[src/rtl/scoreboard_pkg.sv]
// Shared constants and state encoding for the scoreboard display path.
// Segment patterns are active-high, bit0 = segment a ... bit6 = segment g.
package scoreboard_pkg;

  localparam logic [6:0] SEG_ZERO = 7'h3F;
  localparam logic [6:0] SEG_OFF  = 7'h00;

  typedef enum logic [1:0] {
    S_TENS = 2'd0,
    S_GAP1 = 2'd1,
    S_ONES = 2'd2,
    S_GAP2 = 2'd3
  } mux_state_e;

endpackage

[src/rtl/seg_mux_driver_if.sv]
// Bundle between the dual 7-segment source and the digit multiplexer.
// The master drives the digit patterns and the slave drives the shared pin bus.
interface seg_mux_driver_if #(
  parameter int DWELL_LOG2 = 2
);
  logic [6:0]            seg_tens_i;
  logic [6:0]            seg_ones_i;
  logic                  blank_zero_i;
  logic [DWELL_LOG2-1:0] brightness_i;
  logic [6:0]            seg_o;
  logic [1:0]            dig_en_o;
  logic                  frame_start_o;

  modport master (
    output seg_tens_i, seg_ones_i, blank_zero_i, brightness_i,
    input  seg_o, dig_en_o, frame_start_o
  );

  modport slave (
    input  seg_tens_i, seg_ones_i, blank_zero_i, brightness_i,
    output seg_o, dig_en_o, frame_start_o
  );
endinterface

[src/rtl/seg_mux_driver.sv]
// Time-multiplexes two 7-segment digits onto one segment bus with blanking gaps,
// dwell-slot PWM brightness and optional leading-zero suppression.
module seg_mux_driver
  import scoreboard_pkg::*;
#(
  parameter int DWELL_LOG2     = 2,
  parameter int GAP_CYC        = 1,
  parameter bit SEG_ACTIVE_LOW = 1'b0,
  parameter bit DIG_ACTIVE_LOW = 1'b0
) (
  input  logic              clk_1khz_i,
  input  logic              rst_i,
  seg_mux_driver_if.slave   bus
);

  localparam int DWELL = 1 << DWELL_LOG2;
  // Counter must hold both the dwell and the gap terminal values (gap <= 7).
  localparam int CW = (DWELL_LOG2 > 3) ? DWELL_LOG2 : 3;
  localparam logic [CW-1:0] DWELL_LAST = CW'(DWELL - 1);
  localparam logic [CW-1:0] GAP_LAST   = CW'(GAP_CYC - 1);

  mux_state_e            state_reg, state_next;
  logic [CW-1:0]         cnt_reg, cnt_next;
  logic [CW-1:0]         term;

  logic [6:0]            tens_snap_reg, ones_snap_reg;
  logic                  blank_snap_reg;
  logic [DWELL_LOG2-1:0] bright_snap_reg;

  logic                  frame_entry;
  logic [6:0]            tens_cur, ones_cur;
  logic                  blank_cur;
  logic [DWELL_LOG2-1:0] bright_cur;
  logic                  lit, suppress;

  logic [6:0]            seg_raw, seg_next, seg_reg;
  logic [1:0]            dig_raw, dig_next, dig_reg;
  logic                  fs_next, fs_reg;

  // State register, phase counter, frame snapshot and output pins.
  always_ff @(posedge clk_1khz_i or posedge rst_i) begin
    if (rst_i) begin
      state_reg       <= S_GAP2;
      cnt_reg         <= GAP_LAST;
      tens_snap_reg   <= SEG_OFF;
      ones_snap_reg   <= SEG_OFF;
      blank_snap_reg  <= 1'b0;
      bright_snap_reg <= '0;
      seg_reg         <= SEG_OFF ^ {7{SEG_ACTIVE_LOW}};
      dig_reg         <= 2'b00 ^ {2{DIG_ACTIVE_LOW}};
      fs_reg          <= 1'b0;
    end else begin
      state_reg       <= state_next;
      cnt_reg         <= cnt_next;
      tens_snap_reg   <= tens_cur;
      ones_snap_reg   <= ones_cur;
      blank_snap_reg  <= blank_cur;
      bright_snap_reg <= bright_cur;
      seg_reg         <= seg_next;
      dig_reg         <= dig_next;
      fs_reg          <= fs_next;
    end
  end

  // Next-state and counter.
  always_comb begin
    state_next = state_reg;
    cnt_next   = cnt_reg + CW'(1);
    term       = ((state_reg == S_TENS) || (state_reg == S_ONES)) ? DWELL_LAST : GAP_LAST;
    if (cnt_reg == term) begin
      cnt_next = '0;
      case (state_reg)
        S_TENS:  state_next = S_GAP1;
        S_GAP1:  state_next = S_ONES;
        S_ONES:  state_next = S_GAP2;
        default: state_next = S_TENS;
      endcase
    end
  end

  // Output decode works on the values the registers are about to take, so the
  // pins line up with state/cnt without a further pipeline stage.
  always_comb begin
    frame_entry = (state_next == S_TENS) && (state_reg != S_TENS);
    tens_cur    = frame_entry ? bus.seg_tens_i   : tens_snap_reg;
    ones_cur    = frame_entry ? bus.seg_ones_i   : ones_snap_reg;
    blank_cur   = frame_entry ? bus.blank_zero_i : blank_snap_reg;
    bright_cur  = frame_entry ? bus.brightness_i : bright_snap_reg;

    lit      = (cnt_next <= CW'(bright_cur));
    suppress = blank_cur && (tens_cur == SEG_ZERO);
    seg_raw  = SEG_OFF;
    dig_raw  = 2'b00;
    fs_next  = 1'b0;

    case (state_next)
      S_TENS: begin
        fs_next = (cnt_next == '0);
        if (lit && !suppress) begin
          dig_raw = 2'b10;
          seg_raw = tens_cur;
        end
      end
      S_ONES: begin
        if (lit) begin
          dig_raw = 2'b01;
          seg_raw = ones_cur;
        end
      end
      default: ;
    endcase

    seg_next = seg_raw ^ {7{SEG_ACTIVE_LOW}};
    dig_next = dig_raw ^ {2{DIG_ACTIVE_LOW}};
  end

  assign bus.seg_o         = seg_reg;
  assign bus.dig_en_o      = dig_reg;
  assign bus.frame_start_o = fs_reg;

endmodule

[src/flat_wrapper.sv]
// flat-port wrapper written by rule: the top's interface ports become plain ports
module seg_mux_driver_flat import scoreboard_pkg::*;
#(
  parameter int DWELL_LOG2     = 2,
  parameter int GAP_CYC        = 1,
  parameter bit SEG_ACTIVE_LOW = 1'b0,
  parameter bit DIG_ACTIVE_LOW = 1'b0
)
  (clk_1khz_i, rst_i, bus_seg_tens_i, bus_seg_ones_i, bus_blank_zero_i, bus_brightness_i, bus_seg_o, bus_dig_en_o, bus_frame_start_o);
  seg_mux_driver_if #(.DWELL_LOG2(DWELL_LOG2)) bus_i ();
  input  logic clk_1khz_i;
  input  logic rst_i;
  input wire logic [$bits(bus_i.seg_tens_i)-1:0] bus_seg_tens_i;
  input wire logic [$bits(bus_i.seg_ones_i)-1:0] bus_seg_ones_i;
  input wire logic [$bits(bus_i.blank_zero_i)-1:0] bus_blank_zero_i;
  input wire logic [$bits(bus_i.brightness_i)-1:0] bus_brightness_i;
  output wire logic [$bits(bus_i.seg_o)-1:0] bus_seg_o;
  output wire logic [$bits(bus_i.dig_en_o)-1:0] bus_dig_en_o;
  output wire logic [$bits(bus_i.frame_start_o)-1:0] bus_frame_start_o;
  assign bus_i.seg_tens_i = bus_seg_tens_i;
  assign bus_i.seg_ones_i = bus_seg_ones_i;
  assign bus_i.blank_zero_i = bus_blank_zero_i;
  assign bus_i.brightness_i = bus_brightness_i;
  assign bus_seg_o = bus_i.seg_o;
  assign bus_dig_en_o = bus_i.dig_en_o;
  assign bus_frame_start_o = bus_i.frame_start_o;
  seg_mux_driver #(.DWELL_LOG2(DWELL_LOG2), .GAP_CYC(GAP_CYC), .SEG_ACTIVE_LOW(SEG_ACTIVE_LOW), .DIG_ACTIVE_LOW(DIG_ACTIVE_LOW)) u_core (.clk_1khz_i(clk_1khz_i), .rst_i(rst_i), .bus(bus_i));
endmodule
[config.mk]
export PLATFORM = sky130hd
export DESIGN_NAME = seg_mux_driver_flat
export DESIGN_NICKNAME = d
export VERILOG_FILES = /design/src/rtl/scoreboard_pkg.sv /design/src/rtl/seg_mux_driver_if.sv /design/src/rtl/seg_mux_driver.sv /design/src/flat_wrapper.sv
export SDC_FILE = /design/constraint.sdc
export NUM_CORES = 1
export LEC_CHECK = 0
export BUFFER_PORTS_ARGS = -buffer_cell sky130_fd_sc_hd__buf_2
export CAP_MARGIN = 30
export CORE_ASPECT_RATIO = 0.6
export CORE_MARGIN = 8
export CORE_UTILIZATION = 59
export DETAILED_ROUTE_END_ITERATION = 8
export PLACE_DENSITY = 0.82
export SLEW_MARGIN = 20
export SYNTH_ARGS = -nofsm -noshare
export SYNTH_HDL_FRONTEND = slang
export SYNTH_SLANG_ARGS = --single-unit
export TNS_END_PERCENT = 5
[constraint.sdc]
create_clock -name clk_1khz_i -period 5.9 [get_ports clk_1khz_i]
set_input_delay 0.59 -clock clk_1khz_i [delete_from_list [all_inputs] [get_ports clk_1khz_i]]
set_output_delay 0.59 -clock clk_1khz_i [all_outputs]
set_load 0.1 [all_outputs]
# Yosys cells after proc, flatten, opt, wreduce, memory -nomap -nowiden
# Cells that the tools add are included.
# W data, S select, Z words.
# totals
regBits,32
inputBits,19
out_inout_bits,10
# op_classes
addsub,1
magnitude_cmp,1
n_eq_ne,5
n_mux,15
reduce_logical,9
# op_table
cell,count
$mux W7,4
$pmux W7 S2,1
$mux W2,4
$eq A7 B6 Y1 const B,1
$pmux W2 S3,1
$eq A2 B2 Y1 const B,2
$logic_not A2 Y1,2
$pmux W2 S2,1
$add A3 B1 Y3 const B,1
$eq A3 B3 Y1,1
$le A3 B2 Y1,1
$logic_and A1 B1 Y1,3
$logic_not A3 Y1,1
$mux W1,3
$mux W3,1
$eq A2 B1 Y1 const B,1
$reduce_bool A2 Y1,1
$logic_not A1 Y1,1
$logic_or A1 B1 Y1,1

# Logic depth before layout (Yosys ltp)
# logic_depth
ltp_word,14
mapped_depth,17
ltp_nobuf,12

# Worst setup path before layout
# No wires, ideal clock.
# synth_timing
path_type,reg2reg
start,register u_core.state_reg[0]
end,"register u_core.dig_reg[1], in the netlist u_core.bus.dig_en_o[1]"
setup_time_ps,80
arrival_time_ps,2841
path_slack_ps,2979
stages_incl_launch_ff,16
n_path_buf,5
period_less_slack_ps,2921
path_cell_list,dfstp_2 -> buf_2 -> inv_1 -> ha_1 -> a21oi_1 -> and3_1 -> buf_2 -> nand2b_4 -> buf_6 -> buf_6 -> mux2_4 -> ha_1 -> a21oi_1 -> or2_0 -> buf_2 -> nor3b_2
# synth_between
elab_cells_between_ends,23
cone_classes,order compare (1); eq/ne (5); mux (9); reduce/logical (8)
# synth_rtl
item,line,source
start: declaration,seg_mux_driver.sv:22,"mux_state_e state_reg, state_next;"
start signal: assignment,seg_mux_driver.sv:53,state_reg <= state_next;
$eq A2 B2 Y1 or $logic_not A2 Y1 (tied branches),"seg_mux_driver.sv:69, seg_mux_driver.sv:72",
$logic_or A1 B1 Y1,seg_mux_driver.sv:69,term = ((state_reg == S_TENS) || (state_reg == S_ONES)) ? DWELL_LAST : GAP_LAST;
$mux W2,seg_mux_driver.sv:69,
$eq A3 B3 Y1,seg_mux_driver.sv:70,if (cnt_reg == term) begin
$mux W2,seg_mux_driver.sv:70,
$logic_not A2 Y1,seg_mux_driver.sv:84,frame_entry = (state_next == S_TENS) && (state_reg != S_TENS);
$logic_and A1 B1 Y1 (*),seg_mux_driver.sv:84,
$mux W2 (*),seg_mux_driver.sv:88,bright_cur = frame_entry ? bus.brightness_i : bright_snap_reg;
via u_core.bright_cur[0],seg_mux_driver.sv:33,logic [DWELL_LOG2-1:0] bright_cur;
$le A3 B2 Y1 (*),seg_mux_driver.sv:90,lit = (cnt_next <= CW'(bright_cur));
$logic_and A1 B1 Y1 (*),seg_mux_driver.sv:99,if (lit && !suppress) begin
$mux W2 (*),seg_mux_driver.sv:99,
$pmux W2 S2 (*),seg_mux_driver.sv:96,case (state_next)
via u_core.dig_next[1],seg_mux_driver.sv:37,"logic [1:0] dig_raw, dig_next, dig_reg;"
end signal: assignment,seg_mux_driver.sv:50,dig_reg <= 2'b00 ^ {2{DIG_ACTIVE_LOW}};
end signal: assignment,seg_mux_driver.sv:60,dig_reg <= dig_next;
end: declaration,seg_mux_driver.sv:37,
# Mark *: on every way through the listed nets, which the timed path passes. The rest lies on a longest branch.

# Final worst setup path
# layout_timing
start,register u_core.cnt_reg[0]
end,"register u_core.seg_reg[4], in the netlist u_core.bus.seg_o[4]"
# layout_between
elab_cells_between_ends,19
cone_classes,add/sub (1); order compare (1); eq/ne (3); mux (9); reduce/logical (5)
# layout_rtl
item,line,source
start: declaration,seg_mux_driver.sv:23,"logic [CW-1:0] cnt_reg, cnt_next;"
start signal: assignment,seg_mux_driver.sv:54,cnt_reg <= cnt_next;
$eq A3 B3 Y1 (*),seg_mux_driver.sv:70,
$mux W2 (*),seg_mux_driver.sv:70,
$logic_not A2 Y1 (*),seg_mux_driver.sv:84,
$logic_and A1 B1 Y1 (*),seg_mux_driver.sv:84,
$mux W2 (*),seg_mux_driver.sv:88,
via u_core.bright_cur[0],seg_mux_driver.sv:33,
$le A3 B2 Y1 (*),seg_mux_driver.sv:90,
$logic_and A1 B1 Y1,seg_mux_driver.sv:99,
$mux W7,seg_mux_driver.sv:99,
$pmux W7 S2 (*),seg_mux_driver.sv:96,
via u_core.seg_next[4],seg_mux_driver.sv:36,"logic [6:0] seg_raw, seg_next, seg_reg;"
end signal: assignment,seg_mux_driver.sv:49,seg_reg <= SEG_OFF ^ {7{SEG_ACTIVE_LOW}};
end signal: assignment,seg_mux_driver.sv:59,seg_reg <= seg_next;
end: declaration,seg_mux_driver.sv:36,
# Marked as above.

==> flow_metrics.env <==
export IMPL_status="finished clean"
export IMPL_dpl_hpwl_mm=2.60
export IMPL_p_comb_share_pct=6.8
export IMPL_wl_mm=3.41
export IMPL_finalSetupViolCount=0
export IMPL_io_pins=29
export IMPL_cellInternalPower_uw=336
export IMPL_yosys_warnings=0
export IMPL_vias_per_cell=5.69
export IMPL_rsz0062_at_grt="no"
export IMPL_syn_area_per_cell_sq_um=11.6
export IMPL_syn2layout_area_growth_pct=13.2
export IMPL_cts_hold_buf=0
export IMPL_worst_slew_pin_transition_ns=0.496
export IMPL_cts_buffer_depth=2
export IMPL_fin_nets=192
export IMPL_synth_adder_area_share_pct=3.84
export IMPL_drtPass1Iterations=5
export IMPL_min_path_type="in -> async"
export IMPL_place_congestion=0.804
export IMPL_synth_simple_area_share_pct=15.3
export IMPL_slew_limit_headroom_pct=66.9
export IMPL_synth_xor_area_share_pct=0
export IMPL_period_needed_ns=3.28
export IMPL_postRouteAntennaNets=0
export IMPL_clk_pin_slew_ns=0.06
export IMPL_routedWlPerCell_microns=16.9
export IMPL_crit_path_max_fanout=18
export IMPL_syn_nets=165
export IMPL_clock_latency_ns=0.28
export IMPL_grt_total_usage_pct=14.9
export IMPL_drive_gt1_share_pct=34.9
export IMPL_wl_met3_microns=248
export IMPL_dpl_cell_area_sq_um=1750
export IMPL_finalCritPeriodShare_pct=55.6
export IMPL_cts_tree="done"
export IMPL_vias=1143
export IMPL_insertedDiodeCount=0
export IMPL_synth_compound_area_share_pct=10.4
export IMPL_muxShareOfSynthArea_pct=15.7
export IMPL_p_clk_share_pct=39.6
export IMPL_hold_viol=0
export IMPL_die_width_microns=83.8
export IMPL_dr_wl_met2_mm=1.44
export IMPL_p_per_area_nw_per_um2=233
export IMPL_cts_sinks=32
export IMPL_pwr_share_seq_pct=53.6
export IMPL_die_h_microns=56.7
export IMPL_p_total_uw=429
export IMPL_max_freq_ghz=0.305
export IMPL_overflow=0
export IMPL_std_cell_rows=14
export IMPL_ys_types=36
export IMPL_cp_end_kind="flip-flop"
export IMPL_synth_top_family_by_area="multiplexers"
export IMPL_cts_setup_buffers=0
export IMPL_drc_errors=0
export IMPL_fp_dieArea_sq_um=4750
export IMPL_grt_max_degree=33
export IMPL_r2r_cells=9
export IMPL_r2r_start="u_core.cnt_reg[0]$_DFF_PP0_"
export IMPL_cellLeakagePower_nw=0.931
export IMPL_arrival_ns=3.41
export IMPL_start_util_pct=63.7
export IMPL_crit_type="reg -> reg"
export IMPL_cp_required_ns=6.04
export IMPL_root_buffer="clkbuf_8"
export IMPL_rr_endpoint="u_core.bus.seg_o[4]$_DFF_PP0_"
export IMPL_h_tree_depth=2
export IMPL_core_sq_um=2560
export IMPL_cts_buffers=5
export IMPL_fin_ws_ns=2.62
export IMPL_fin_worst_skew_ns=0.00449
export IMPL_netlist_area_sq_um=1630
export IMPL_worst_setup_path_start_kind="flip-flop"
export IMPL_first_global_vias=1142
export IMPL_synth_seq_area_share_pct=49.3
export IMPL_swShare_pct=21.8
export IMPL_tns_ns=0
export IMPL_first_iter_violations=114
export IMPL_wl_met1_mm=1.69
export IMPL_ys_ff_latch=32
export IMPL_dp_slack_ns=2.63
export IMPL_highest_layer="met4"
export IMPL_drv_cap=0
export IMPL_p_sw_uw=93.4
export IMPL_netlist_instances=141
export IMPL_cts_resized_gates=0
export IMPL_fin_area_sq_um=1840
export IMPL_ir_drop_uv=169
export IMPL_grt_pass1_wl_mm=5.70
export IMPL_antenna_found_initial=0
export IMPL_io_buffers=28
export IMPL_reg2reg_slack_ns=2.62
export IMPL_drv_slew=0
-- cells in the final DEF (no fill, tap or decap), types with 2 or more instances in the layout --
| cell type | netlist | routed |
|---|---|---|
| and2_1 | 6 | 6 |
| nor2_1 | 4 | 4 |
| nand4_1 | 2 | 2 |
| o31a_1 | 2 | 2 |
| mux2i_1 | 2 | 2 |
| nor2b_1 | 2 | 2 |
| clkbuf_8 | 0 | 6 |
| inv_1 | 7 | 7 |
| a21oi_1 | 11 | 11 |
| clkbuf_1 | 1 | 2 |
| buf_2 | 5 | 28 |
| mux2_2 | 9 | 9 |
| nand4b_1 | 2 | 2 |
| and3_1 | 7 | 7 |
| mux2_4 | 9 | 9 |
| nand2_1 | 8 | 8 |
| dfrtp_1 | 30 | 30 |
| dfstp_2 | 2 | 2 |
| o21ai_0 | 7 | 7 |
| o211ai_1 | 2 | 2 |
| ha_1 | 5 | 5 |
-- layer usage --
metal	GRT usage, %	up-vias
met2	20.6	47
met4	3.91	0
li1	-	550
met3	7.19	7
met5	0	-
met1	20.1	539
-- stage by stage --
| stage | std cells | utilization (%) | hold slack [ns] |
|---|---|---|---|
| 2_1_floorplan | 141 | - | 0.470 |
| 3_3_place_gp | 193 | 68.6 | 0.488 |
| 3_5_place_dp | 193 | 68.6 | 0.501 |
| 4_1_cts | 201 | 72.1 | 0.385 |
| 5_1_grt | 201 | 72.1 | 0.408 |
| 6_report | 201 | 72.1 | 0.371 |
-- Yosys cell counts --
master / n / share of area (%)
a21o_1: 1 / 0.46
a21oi_1: 11 / 3.4
a221oi_2: 1 / 0.92
and2_1: 6 / 2.3
and3_1: 7 / 2.7
and3b_1: 1 / 0.54
buf_2: 5 / 1.5
buf_6: 3 / 2.1
clkbuf_1: 1 / 0.23
dfrtp_1: 30 / 46
dfstp_2: 2 / 3.2
ha_1: 5 / 3.8
inv_1: 7 / 1.6
mux2_2: 9 / 6.2
mux2_4: 9 / 8.3
mux2i_1: 2 / 1.2
nand2_1: 8 / 1.8
nand2b_1: 1 / 0.38
nand2b_4: 1 / 0.84
nand3_1: 1 / 0.31
nand4_1: 2 / 0.77
nand4b_1: 2 / 1.1
nor2_1: 4 / 0.92
nor2b_1: 2 / 0.77
nor3_1: 1 / 0.31
nor3b_2: 1 / 0.77
nor4_1: 1 / 0.38
o211ai_1: 2 / 0.92
o21a_1: 1 / 0.46
o21ai_0: 7 / 2.2
o31a_1: 2 / 1.1
o31ai_1: 1 / 0.46
o32ai_1: 1 / 0.54
or2_0: 1 / 0.38
or3b_2: 1 / 0.54
or4_1: 1 / 0.46
-- power groups by stage --
stage / Combinational, mW / Sequential, mW / Clock (mW)
6_report: 0.0293 / 0.230 / 0.170
3_3_place_gp: 0.0279 / 0.234 / 0
2_1_floorplan: 0.0177 / 0.232 / 0
5_1_grt: 0.0327 / 0.230 / 0.186
4_1_cts: 0.0294 / 0.230 / 0.175
3_5_place_dp: 0.0293 / 0.234 / 0
-- how the worst max path moves through the flow --
stage	from	end	slack (ns)	cells after the start
final	u_core.cnt_reg[0]$_DFF_PP0_	u_core.bus.seg_o[4]$_DFF_PP0_	2.62	9
after global routing	u_core.cnt_reg[0]$_DFF_PP0_	u_core.bus.seg_o[4]$_DFF_PP0_	2.36	9
after CTS	u_core.cnt_reg[0]$_DFF_PP0_	u_core.bus.seg_o[4]$_DFF_PP0_	2.63	9
after detailed placement	u_core.cnt_reg[0]$_DFF_PP0_	u_core.bus.seg_o[4]$_DFF_PP0_	2.63	9
after global placement	u_core.cnt_reg[0]$_DFF_PP0_	u_core.bus.seg_o[5]$_DFF_PP0_	2.77	9
after floorplan	u_core.state_reg[0]$_DFF_PP1_	u_core.bus.dig_en_o[1]$_DFF_PP0_	2.98	15
-- layout make-up --
| type | instances | area, sq um |
|---|---|---|
| Tap cell | 32 | 40.0 |
| Clock buffer | 8 | 90.1 |
| Inverter | 7 | 26.3 |
| Multi-Input combinational cell | 93 | 737 |
| Fill cell | 186 | 713 |
| Timing Repair Buffer | 29 | 148 |
| Sequential cell | 32 | 803 |
-- worst max-delay path, stage by stage (launching register included) --
cell and delay [ns]:
dfrtp_1 0.47, o21a_1 0.23, nor3_1 0.33, a21o_1 0.37, nand2b_4 0.40, mux2_4 0.35, ha_1 0.30, a21oi_1 0.13
or2_0 0.42, a21oi_1 0.12
-- cells by family (layout without fill, tap and decap cells) --
kind of cell,Yosys count,in the layout
flops,32,32
fa+ha+maj,5,5
buf+inv,16,44
compound gates,27,27
simple gates,41,41
mux,20,20
Power figures use the tool's default switching activity.
